<file path="src/rtl/turn_controller_pkg.sv">
// Shared Connect-4 types and board defaults for the game sequencer and its helpers.
package connect4_pkg;

   localparam int COLS_DEF = 7;
   localparam int ROWS_DEF = 6;

   localparam logic [2:0] S_SELECT = 3'd0;
   localparam logic [2:0] S_PLACE  = 3'd1;
   localparam logic [2:0] S_CHECK  = 3'd2;
   localparam logic [2:0] S_WIN    = 3'd3;
   localparam logic [2:0] S_DRAW   = 3'd4;
   localparam logic [2:0] S_CLEAR  = 3'd5;

   typedef enum logic [2:0] {
      SELECT = S_SELECT,
      PLACE  = S_PLACE,
      CHECK  = S_CHECK,
      WIN    = S_WIN,
      DRAW   = S_DRAW,
      CLEAR  = S_CLEAR
   } state_t;

   typedef logic player_t;

endpackage

</file>
<file path="src/rtl/turn_controller_if.sv">
// Place handshake between the turn sequencer (master) and the board store (slave).
interface turn_controller_if #(
   parameter int COLS = 7,
   parameter int ROWS = 6
);
   logic                        place_valid;
   logic                        place_ready;
   logic [$clog2(COLS)-1:0]     place_col;
   logic [$clog2(ROWS+1)-1:0]   place_row;
   logic                        place_player;

   modport master (
      output place_valid, place_col, place_row, place_player,
      input  place_ready
   );

   modport slave (
      input  place_valid, place_col, place_row, place_player,
      output place_ready
   );
endinterface

</file>
<file path="src/rtl/turn_controller_column_height_tracker.sv">
// Per-column piece heights: read port at the cursor, increment on accepted place, bulk clear.
module column_height_tracker #(
   parameter int COLS = 7,
   parameter int ROWS = 6
) (
   input  logic                        clock,
   input  logic                        reset,
   input  logic                        clear,
   input  logic [$clog2(COLS)-1:0]     rd_col,
   output logic [$clog2(ROWS+1)-1:0]   rd_height,
   output logic                        full,
   input  logic                        inc,
   input  logic [$clog2(COLS)-1:0]     inc_col
);
   localparam int COL_W = $clog2(COLS);
   localparam int ROW_W = $clog2(ROWS+1);

   logic [ROW_W-1:0] heights_q [COLS];
   logic [ROW_W-1:0] heights_d [COLS];

   always_comb begin
      for (int i = 0; i < COLS; i++) begin
         heights_d[i] = heights_q[i];
         if (clear)
            heights_d[i] = '0;
         else if (inc && inc_col == COL_W'(i))
            heights_d[i] = heights_q[i] + ROW_W'(1);
      end
   end

   always_ff @(posedge clock) begin
      if (reset) begin
         for (int i = 0; i < COLS; i++) heights_q[i] <= '0;
      end else begin
         for (int i = 0; i < COLS; i++) heights_q[i] <= heights_d[i];
      end
   end

   // Mux over a decoded compare so a non-power-of-two COLS never indexes past the array.
   always_comb begin
      rd_height = '0;
      for (int i = 0; i < COLS; i++)
         if (rd_col == COL_W'(i)) rd_height = heights_q[i];
   end

   assign full = (rd_height == ROW_W'(ROWS));

endmodule

</file>
<file path="src/rtl/turn_controller.sv">
// Connect-4 turn sequencer: cursor, drop/place/check handshake, scoring, round restart.
// Optional turn forfeit timer enabled by defining TURN_TIMEOUT_EN.
module turn_controller
   import connect4_pkg::*;
#(
   parameter int COLS           = COLS_DEF,
   parameter int ROWS           = ROWS_DEF,
   parameter int TIMEOUT_CYCLES = 50_000_000
) (
   input  logic                    clock,
   input  logic                    reset,
   input  logic                    btn_left,
   input  logic                    btn_right,
   input  logic                    btn_drop,
   turn_controller_if.master       place,
   input  logic                    check_done,
   input  logic                    check_win,
   output logic                    score_en_p1,
   output logic                    score_en_p2,
   output logic                    clear_board,
   output logic [$clog2(COLS)-1:0] cursor_col,
   output logic                    cur_player,
   output logic                    drop_reject,
   output logic                    game_over
);
   localparam int COL_W = $clog2(COLS);
   localparam int ROW_W = $clog2(ROWS+1);
   localparam int CNT_W = $clog2(ROWS*COLS+1);
   localparam logic [COL_W-1:0] MID_COL  = COL_W'(COLS/2);
   localparam logic [COL_W-1:0] LAST_COL = COL_W'(COLS-1);
   localparam logic [CNT_W-1:0] ALL_CNT  = CNT_W'(ROWS*COLS);

   state_t           state_q, state_d;
   logic [COL_W-1:0] cursor_q, cursor_d;
   player_t          player_q, player_d;
   player_t          starter_q, starter_d;
   logic [CNT_W-1:0] count_q, count_d;
   logic [COL_W-1:0] pcol_q, pcol_d;
   logic [ROW_W-1:0] prow_q, prow_d;
   player_t          pplr_q, pplr_d;
   logic             valid_q, valid_d;
   logic             reject_q, reject_d;
   logic             sc1_q, sc1_d;
   logic             sc2_q, sc2_d;
   logic             clear_q, clear_d;
   logic             over_q, over_d;

   logic             inc;
   logic             clr;
   logic [ROW_W-1:0] height;
   logic             full;

   column_height_tracker #(.COLS(COLS), .ROWS(ROWS)) u_heights (
      .clock     (clock),
      .reset     (reset),
      .clear     (clr),
      .rd_col    (cursor_q),
      .rd_height (height),
      .full      (full),
      .inc       (inc),
      .inc_col   (pcol_q)
   );

`ifdef TURN_TIMEOUT_EN
   localparam int TMR_W = (TIMEOUT_CYCLES > 1) ? $clog2(TIMEOUT_CYCLES) : 1;
   logic [TMR_W-1:0] timer_q, timer_d;
`endif

   always_comb begin
      state_d   = state_q;
      cursor_d  = cursor_q;
      player_d  = player_q;
      starter_d = starter_q;
      count_d   = count_q;
      pcol_d    = pcol_q;
      prow_d    = prow_q;
      pplr_d    = pplr_q;
      reject_d  = 1'b0;
      sc1_d     = 1'b0;
      sc2_d     = 1'b0;
      inc       = 1'b0;
      clr       = 1'b0;

      case (state_q)
         SELECT: begin
            // Drop takes priority; a same-cycle move is discarded so the drop uses the old cursor.
            if (btn_drop) begin
               if (full) begin
                  reject_d = 1'b1;
               end else begin
                  pcol_d  = cursor_q;
                  prow_d  = height;
                  pplr_d  = player_q;
                  state_d = PLACE;
               end
            end else if (btn_left && !btn_right) begin
               cursor_d = (cursor_q == '0) ? LAST_COL : cursor_q - COL_W'(1);
            end else if (btn_right && !btn_left) begin
               cursor_d = (cursor_q == LAST_COL) ? '0 : cursor_q + COL_W'(1);
            end
         end
         PLACE: begin
            if (place.place_ready) begin
               inc     = 1'b1;
               count_d = count_q + CNT_W'(1);
               state_d = CHECK;
            end
         end
         CHECK: begin
            if (check_done) begin
               if (check_win) begin
                  state_d = WIN;
                  sc1_d   = (pplr_q == 1'b0);
                  sc2_d   = (pplr_q == 1'b1);
               end else if (count_q == ALL_CNT) begin
                  state_d = DRAW;
               end else begin
                  player_d = ~player_q;
                  state_d  = SELECT;
               end
            end
         end
         WIN, DRAW: begin
            if (btn_drop) state_d = CLEAR;
         end
         CLEAR: begin
            clr       = 1'b1;
            count_d   = '0;
            cursor_d  = MID_COL;
            starter_d = ~starter_q;
            player_d  = ~starter_q;
            state_d   = SELECT;
         end
         default: state_d = SELECT;
      endcase

`ifdef TURN_TIMEOUT_EN
      // Timer only runs while staying in SELECT; a rejected drop keeps it running.
      timer_d = '0;
      if (state_q == SELECT && state_d == SELECT) begin
         if (timer_q == TMR_W'(TIMEOUT_CYCLES-1)) begin
            player_d = ~player_q;
            timer_d  = '0;
         end else begin
            timer_d = timer_q + TMR_W'(1);
         end
      end
`endif

      valid_d = (state_d == PLACE);
      clear_d = (state_d == CLEAR);
      over_d  = (state_d == WIN) || (state_d == DRAW);
   end

   always_ff @(posedge clock) begin
      if (reset) begin
         state_q   <= SELECT;
         cursor_q  <= MID_COL;
         player_q  <= 1'b0;
         starter_q <= 1'b0;
         count_q   <= '0;
         valid_q   <= 1'b0;
         reject_q  <= 1'b0;
         sc1_q     <= 1'b0;
         sc2_q     <= 1'b0;
         clear_q   <= 1'b0;
         over_q    <= 1'b0;
      end else begin
         state_q   <= state_d;
         cursor_q  <= cursor_d;
         player_q  <= player_d;
         starter_q <= starter_d;
         count_q   <= count_d;
         valid_q   <= valid_d;
         reject_q  <= reject_d;
         sc1_q     <= sc1_d;
         sc2_q     <= sc2_d;
         clear_q   <= clear_d;
         over_q    <= over_d;
      end
   end

   // Move payload is qualified by place_valid, so it carries no reset.
   always_ff @(posedge clock) begin
      pcol_q <= pcol_d;
      prow_q <= prow_d;
      pplr_q <= pplr_d;
   end

`ifdef TURN_TIMEOUT_EN
   always_ff @(posedge clock) begin
      if (reset) timer_q <= '0;
      else       timer_q <= timer_d;
   end
`endif

   assign place.place_valid  = valid_q;
   assign place.place_col    = pcol_q;
   assign place.place_row    = prow_q;
   assign place.place_player = pplr_q;
   assign score_en_p1        = sc1_q;
   assign score_en_p2        = sc2_q;
   assign clear_board        = clear_q;
   assign cursor_col         = cursor_q;
   assign cur_player         = player_q;
   assign drop_reject        = reject_q;
   assign game_over          = over_q;

endmodule

</file>
<file path="src/flat_wrapper.sv">
// flat-port wrapper written by rule: the top's interface ports become plain ports
module turn_controller_flat import connect4_pkg::*;
#(
   parameter int COLS           = COLS_DEF,
   parameter int ROWS           = ROWS_DEF,
   parameter int TIMEOUT_CYCLES = 50_000_000
)
  (clock, reset, btn_left, btn_right, btn_drop, check_done, check_win, score_en_p1, score_en_p2, clear_board, cursor_col, cur_player, drop_reject, game_over, place_place_valid, place_place_col, place_place_row, place_place_player, place_place_ready);
  turn_controller_if #(.COLS(COLS), .ROWS(ROWS)) place_i ();
  input  logic clock;
  input  logic reset;
  input  logic btn_left;
  input  logic btn_right;
  input  logic btn_drop;
  input  logic check_done;
  input  logic check_win;
  output logic score_en_p1;
  output logic score_en_p2;
  output logic clear_board;
  output logic [$clog2(COLS)-1:0] cursor_col;
  output logic cur_player;
  output logic drop_reject;
  output logic game_over;
  output wire logic [$bits(place_i.place_valid)-1:0] place_place_valid;
  output wire logic [$bits(place_i.place_col)-1:0] place_place_col;
  output wire logic [$bits(place_i.place_row)-1:0] place_place_row;
  output wire logic [$bits(place_i.place_player)-1:0] place_place_player;
  input wire logic [$bits(place_i.place_ready)-1:0] place_place_ready;
  assign place_place_valid = place_i.place_valid;
  assign place_place_col = place_i.place_col;
  assign place_place_row = place_i.place_row;
  assign place_place_player = place_i.place_player;
  assign place_i.place_ready = place_place_ready;
  turn_controller #(.COLS(COLS), .ROWS(ROWS), .TIMEOUT_CYCLES(TIMEOUT_CYCLES)) u_core (.clock(clock), .reset(reset), .btn_left(btn_left), .btn_right(btn_right), .btn_drop(btn_drop), .place(place_i), .check_done(check_done), .check_win(check_win), .score_en_p1(score_en_p1), .score_en_p2(score_en_p2), .clear_board(clear_board), .cursor_col(cursor_col), .cur_player(cur_player), .drop_reject(drop_reject), .game_over(game_over));
endmodule
</file>
<file path="config.mk">
export PLATFORM = sky130hd
export DESIGN_NAME = turn_controller_flat
export DESIGN_NICKNAME = d
export VERILOG_FILES = /design/src/rtl/turn_controller_pkg.sv /design/src/rtl/turn_controller_if.sv /design/src/rtl/turn_controller_column_height_tracker.sv /design/src/rtl/turn_controller.sv /design/src/flat_wrapper.sv
export SDC_FILE = /design/constraint.sdc
export NUM_CORES = 1
export LEC_CHECK = 0
export CAP_MARGIN = 20
export CELL_PAD_IN_SITES_DETAIL_PLACEMENT = 0
export CELL_PAD_IN_SITES_GLOBAL_PLACEMENT = 1
export CORE_ASPECT_RATIO = 1.75
export CORE_MARGIN = 10
export CORE_UTILIZATION = 44
export CTS_CLUSTER_SIZE = 16
export DETAILED_ROUTE_END_ITERATION = 7
export DONT_BUFFER_PORTS = 1
export GPL_TIMING_DRIVEN = 0
export PLACE_DENSITY = 0.79
export SLEW_MARGIN = 20
export SYNTH_ARGS = -nofsm -noshare
export SYNTH_HDL_FRONTEND = slang
export SYNTH_SLANG_ARGS = --single-unit
</file>
<file path="constraint.sdc">
create_clock -name clock -period 2.05 [get_ports clock]
set_input_delay 0.3075 -clock clock [delete_from_list [all_inputs] [get_ports clock]]
set_output_delay 0.3075 -clock clock [all_outputs]
set_load 0.02 [all_outputs]
</file>
==> results.cfg, run 1 <==
[cts]
clock-root-buffer = clkbuf_8
clock_sinks = 48
numCtsBuffers = 5
cts_tree = done
clk_path_buf_depth = 2
clk_pin_slew_ns = 0.10
clk_latency_ns = 0.31
cts_htree_levels = 2

[timing]
finalCriticalPeriod_ns = 2.22
drv_slew = 0
max-slew-margin-rel = 0.601
worst_pin_slew_ns = 0.599
finalSetupViolCount = 10
fmax_mhz = 450
holdWs_ns = 0.168
report.final.hold_viol_count = 0
skew_ns = 0.0110
fin_ws_ns = -0.170
fin_crit_sh = 1.08
rsz0062_at_grt = true

[worst_setup_path]
crit_fanout = 7
required_ns = 2.27
critPathTopFamily = simple AND/OR/NAND/NOR gates
crit_top_cell = buf_6
critPathKind = reg2reg
crit_path_start_kind = flop
critPathBufInv = 4
crit_chain = inv_4 > ha_4 > buf_6 > buf_4 > and4bb_1 > a21oi_2 > nor3_4 > o31ai_4 > buf_6 > a2111oi_2
max_stage_delay_ns = 0.45
endpoint_kind = flop
crit_arrival_ns = 2.44
cp_slowest_cell = dfxtp_4

[pwr]
p_per_area_nw_per_um2 = 739
finalPower_mw = 2.24
p_switching_mw = 0.607
internal_power_mw = 1.64
pwr-share-comb = 0.159
p_sw_frac = 0.271
clkPwrFrac = 0.365
seqPwrFrac = 0.476
peakVddDrop_mv = 0.391
p_leak_nw = 1.17

[layout]
syn_to_final_growth_pct = 16.5
design_area_sq_um = 3030
post_route_cells_drive_above_1_share = 0.210
nNetsFinal = 313
final_util = 0.520
fillers = 578
diodes = 0

[grt]
grt_pass1_wl_microns = 10000
grt_pass1_vias = 1988
track_usage = 0.133
grt_max_degree = 16
antenna_found_initial = 0
gr-total-overflow = 0

[drt]
wire_per_inst_microns = 16.9
ant_nets = 0
drtIter0Drc = 56
via_per_inst = 5.37
drc_errors = 0
vias = 1982
totalWireLength_microns = 6250
first_pass_iters = 4

[logic_synthesis]
synth_top_area_frac = 0.315
yosys-top-cells-count = 41 x dfxtp_1, 41 x nor2_1, 18 x nand2_1
yosys_warnings = 0
synth_area_sq_um = 2600
synth_area_per_cell_sq_um = 9.50
synth_ff_type = dfxtp_1
synth_edf_count = 7
yosys.area.top_type = dfxtp_1
ys_seq_area_frac = 0.396
syn-num-nets = 297
yosys-top-cells-area = dfxtp_1 32%, edfxtp_1 8.1%, ha_1 7.2%
postSynthCellCount = 274
synth_cell_type_count = 55
async_flop_share = 0
ys_ff_latch = 48

[place]
dp_hpwl_microns = 4530
gp_congestion = 0.826
place_ws_ns = -0.290
place_area_sq_um = 2740
io_buffers = 0

[die]
num_rows = 37
fp.dieW_microns = 78.2
core_sq_um = 5830
initial_core_util = 0.446
io-pin-count = 25
fp.dieH_microns = 122
dieArea_sq_um = 9520

[outcome]
violations = setup timing
status = finished with violations

[flow_run]
drv_cap = 0

[worst_hold_path]
hp-class = in2reg
==> worst paths after layout <==
path	startpoint	to	slack, ns	cells past startpoint
max	u_core.cursor_col[1]$_SDFFE_PP1P_	u_core.place.place_valid$_SDFF_PP0_	-0.17	10
max reg2reg	u_core.cursor_col[1]$_SDFFE_PP1P_	u_core.place.place_valid$_SDFF_PP0_	-0.17	10
min reg2reg	u_core.starter_q$_SDFFE_PP0P_	u_core.starter_q$_SDFFE_PP0P_	0.52	2
min	check_win	u_core.score_en_p2$_SDFF_PP0_	0.17	2
==> worst register-to-register path, cell delays in order (launching register included) <==
cell	delay [ns]
dfxtp_4	0.45
inv_4	0.07
ha_4	0.19
buf_6	0.13
buf_4	0.13
and4bb_1	0.27
a21oi_2	0.06
nor3_4	0.28
o31ai_4	0.12
buf_6	0.14
a2111oi_2	0.28
==> placed cells by master (no fill, tap or decap), types with 9 or more instances in the layout <==
| cell | netlist | layout |
|---|---|---|
| dfxtp_1 | 41 | 38 |
| nand2_1 | 18 | 18 |
| nor2_1 | 41 | 41 |
| buf_2 | 8 | 9 |
| xor2_1 | 14 | 14 |
| inv_1 | 13 | 10 |
| ha_1 | 15 | 10 |
| mux2i_1 | 9 | 9 |
| o21ai_0 | 11 | 9 |
==> power groups by stage <==
| stage | Sequential (mW) | Clock (mW) | Combinational [mW] |
|---|---|---|---|
| 3_3_place_gp | 1.09 | 0 | 0.290 |
| 5_1_grt | 1.07 | 0.866 | 0.392 |
| 3_5_place_dp | 1.09 | 0 | 0.293 |
| 2_1_floorplan | 1.07 | 0 | 0.235 |
| 6_report | 1.07 | 0.818 | 0.357 |
| 4_1_cts | 1.07 | 0.837 | 0.331 |
==> metal layers <==
metal  GRT usage  wire [microns]  vias up
li1            -               -      984
met1       0.130            2300      943
met2       0.242            3400       44
met3      0.0420             370       11
met4      0.0687             179        0
met5           0               0        -
==> sequential cells by signal (all words and copies together), names as in the netlist <==
name	cells
u_core.score_en_p2	1
u_core.place.place_row	3
u_core.u_heights.heights_q	21
u_core.place.place_player	1
u_core.state_q	3
u_core.count_q	6
u_core.cur_player	1
u_core.clear_board	1
u_core.game_over	1
u_core.score_en_p1	1
u_core.cursor_col	3
u_core.starter_q	1
u_core.drop_reject	1
u_core.place.place_col	3
u_core.place.place_valid	1
==> cell type report <==
class,instances,area (sq um),share of cell area
clock inverters,2,60.1,0.0198
clock buffers,6,72.6,0.0239
inverters,14,60.1,0.0198
flip-flops and latches,48,1040,0.344
plain buffers,14,88.8,0.0293
multi-input cells,198,1540,0.509
repair buffers,9,68.8,0.0227
well taps,78,97.6,0.0322
==> cell families (layout without fill, tap and decap cells) <==
| family | Yosys count | count (layout) | synth area share |
|---|---|---|---|
| and+or+nand+nor | 109 | 109 | 0.241 |
| DFF | 48 | 48 | 0.396 |
| AOI/OAI and AO/OA | 43 | 43 | 0.129 |
| buffers and inverters | 28 | 45 | 0.0529 |
| xor gates and xnor gates | 21 | 21 | 0.0706 |
| adders and majority gates | 15 | 15 | 0.0721 |
| muxes | 10 | 10 | 0.0389 |
==> per-stage QoR <==
stage / TNS (ns) / cells
after floorplan: 0 / 274
after global placement: -2.24 / 352
after detailed placement: -2.32 / 352
after CTS: -1.33 / 364
after global routing: -2.18 / 369
final: -1.56 / 369
==> what timing repair did <==
item	in CTS	in global routing
pin swaps	6	3
hold buffers	0	0
setup buffers	4	3
setup endpoints to repair	10	11
cloned	0	2
gates resized for setup	15	8
No activity file was read; power rests on OpenSTA's default activity.
==> run 2, diff against run 1 <==
Settings changed: CTS_BUF_LIST set to sky130_fd_sc_hd__clkbuf_16.
==> run 2 against run 1 <==
The run still ends with setup timing left. Hold slack better by 0.027 ns. Critical path depth down 1. Clock power increased by 28%. Count of clock-buffer cells in the layout fell by 1. Power is 9.8% higher. First-iteration DRC count is 25% higher. Utilization increased by 0.88 points. Global-route usage barely moved. Via count up 0.35%. Critical path type unchanged. Clock skew decreased by 0.0039 ns. Combinational power shrank 3%.
==> results.cfg, run 2 (synthesized netlist as in run 1, its figures left out) <==
[pwr]
peakVddDrop_mv = 0.334
p_leak_nw = 1.21
p_per_area_nw_per_um2 = 798

[cts]
numCtsBuffers = 5
clk_pin_slew_ns = 0.07
clock-root-buffer = clkbuf_16
clock_sinks = 48
cts_tree = done
clk_latency_ns = 0.29
clk_path_buf_depth = 2
cts_htree_levels = 2
cts.hold.buffers_added = 0

[layout]
largest_reg_flops = 21
diodes = 0
post_route_cells_drive_above_1_share = 0.212
layout_common_cells = 41 x nor2_1, 38 x dfxtp_1, 18 x nand2_1
syn_to_final_growth_pct = 18.5
fin_cells = 370
reg_top3 = u_core.u_heights.heights_q x21, u_core.count_q x6
fillers = 558
nNetsFinal = 314
multi_input_area_sq_um = 1530
design_area_sq_um = 3090
final_common_cell = nor2_1
largest-register = u_core.u_heights.heights_q
seq_area_sq_um = 1040

[place]
gp_congestion = 0.826
io_buffers = 0
dp.cells = 352
dp_hpwl_microns = 4530
place_area_sq_um = 2740

[drt]
via_per_inst = 5.38
wire_per_inst_microns = 16.6
totalWireLength_microns = 6140
first_pass_iters = 4
drc_errors = 0
vias = 1989
drtIter0Drc = 70
ant_nets = 0

[grt]
antenna_found_initial = 0
track_usage = 0.133
grt_max_degree = 16
grt_pass1_vias = 2027
grt_pass1_wl_microns = 10100
gr-total-overflow = 0

[worst_setup_path]
required_ns = 2.21
crit_fanout = 6
crit_path_start_kind = flop
endpoint_kind = flop
critPathKind = reg2reg
crit_arrival_ns = 2.37

[timing]
finalCriticalPeriod_ns = 2.21
fin_setup_tns_ns = -1.62
fin_crit_sh = 1.08
rsz0062_at_grt = true
report.final.hold_viol_count = 0
drv_slew = 0
finalSetupViolCount = 11
fmax_mhz = 453
max-slew-margin-rel = 0.598
worst_pin_slew_ns = 0.604
fin_ws_ns = -0.159
skew_ns = 0.00711

[outcome]
violations = setup timing
status = finished with violations

[worst_hold_path]
hp-class = in2reg

[die]
dieArea_sq_um = 9520
core_sq_um = 5830
io-pin-count = 25
fp.dieH_microns = 122
fp.dieW_microns = 78.2
num_rows = 37
initial_core_util = 0.446

[flow_run]
drv_cap = 0
[run 2: changes by cell type in the layout (fill, tap and decap cells not counted), sizes merged]
| cell | change |
|---|---|
| clkbuf | -1 |
| buf | +1 |
| inv | +1 |
[run 2: worst max-delay path, stage by stage (launching register included)]
cell,delay [ns]
dfxtp_4,0.44
inv_4,0.07
ha_4,0.18
nand3b_1,0.20
a2111oi_4,0.37
buf_4,0.19
o221ai_4,0.12
o31ai_4,0.26
buf_4,0.18
a2111oi_2,0.06
[run 2: where the power goes]
group / internal, mW / switching (mW)
registers: 0.993 / 0.0741
logic: 0.151 / 0.196
clock network: 0.695 / 0.354
[run 2: final timing paths]
path                                                        start  slack, ns                                  end  cells past startpoint
worst max-delay path            u_core.cursor_col[1]$_SDFFE_PP1P_      -0.16  u_core.place.place_valid$_SDFF_PP0_                      9
worst min-delay path                                    check_win       0.20        u_core.score_en_p2$_SDFF_PP0_                      2
worst min register to register      u_core.starter_q$_SDFFE_PP0P_       0.51        u_core.starter_q$_SDFFE_PP0P_                      2
worst max register to register  u_core.cursor_col[1]$_SDFFE_PP1P_      -0.16  u_core.place.place_valid$_SDFF_PP0_                      9
[run 2: cell type report]
cell class / instances / share of cell area
inverter: 14 / 0.0195
buffer: 14 / 0.0288
multi-input combinational: 198 / 0.496
sequential: 48 / 0.338
clock inverter: 3 / 0.0207
tap: 78 / 0.0316
clock buffer: 5 / 0.0406
timing repair buffer: 10 / 0.0255
[run 2: per-layer routing]
metal  part of all wire  global-route usage
met5                  0                   0
met4              0.033              0.0788
met3              0.059              0.0435
met2               0.54               0.240
met1               0.37               0.128
[run 2: repair_timing]
action | CTS | global route
gates resized for setup | 15 | 3
pin swaps | 6 | 0
buffers inserted | 8 | 2
endpoints found under the setup margin | 10 | 11
[run 2: per-stage QoR]
step	total power, mW	util	hold slack (ns)	setup WS, ns
final	2.46	0.529	0.195	-0.159
after floorplan	1.30	-	0.474	0.0100
after CTS	2.47	0.525	0.196	-0.117
after global routing	2.55	0.529	0.231	-0.248
after detailed placement	1.38	0.470	0.504	-0.290
after global placement	1.38	0.470	0.497	-0.278
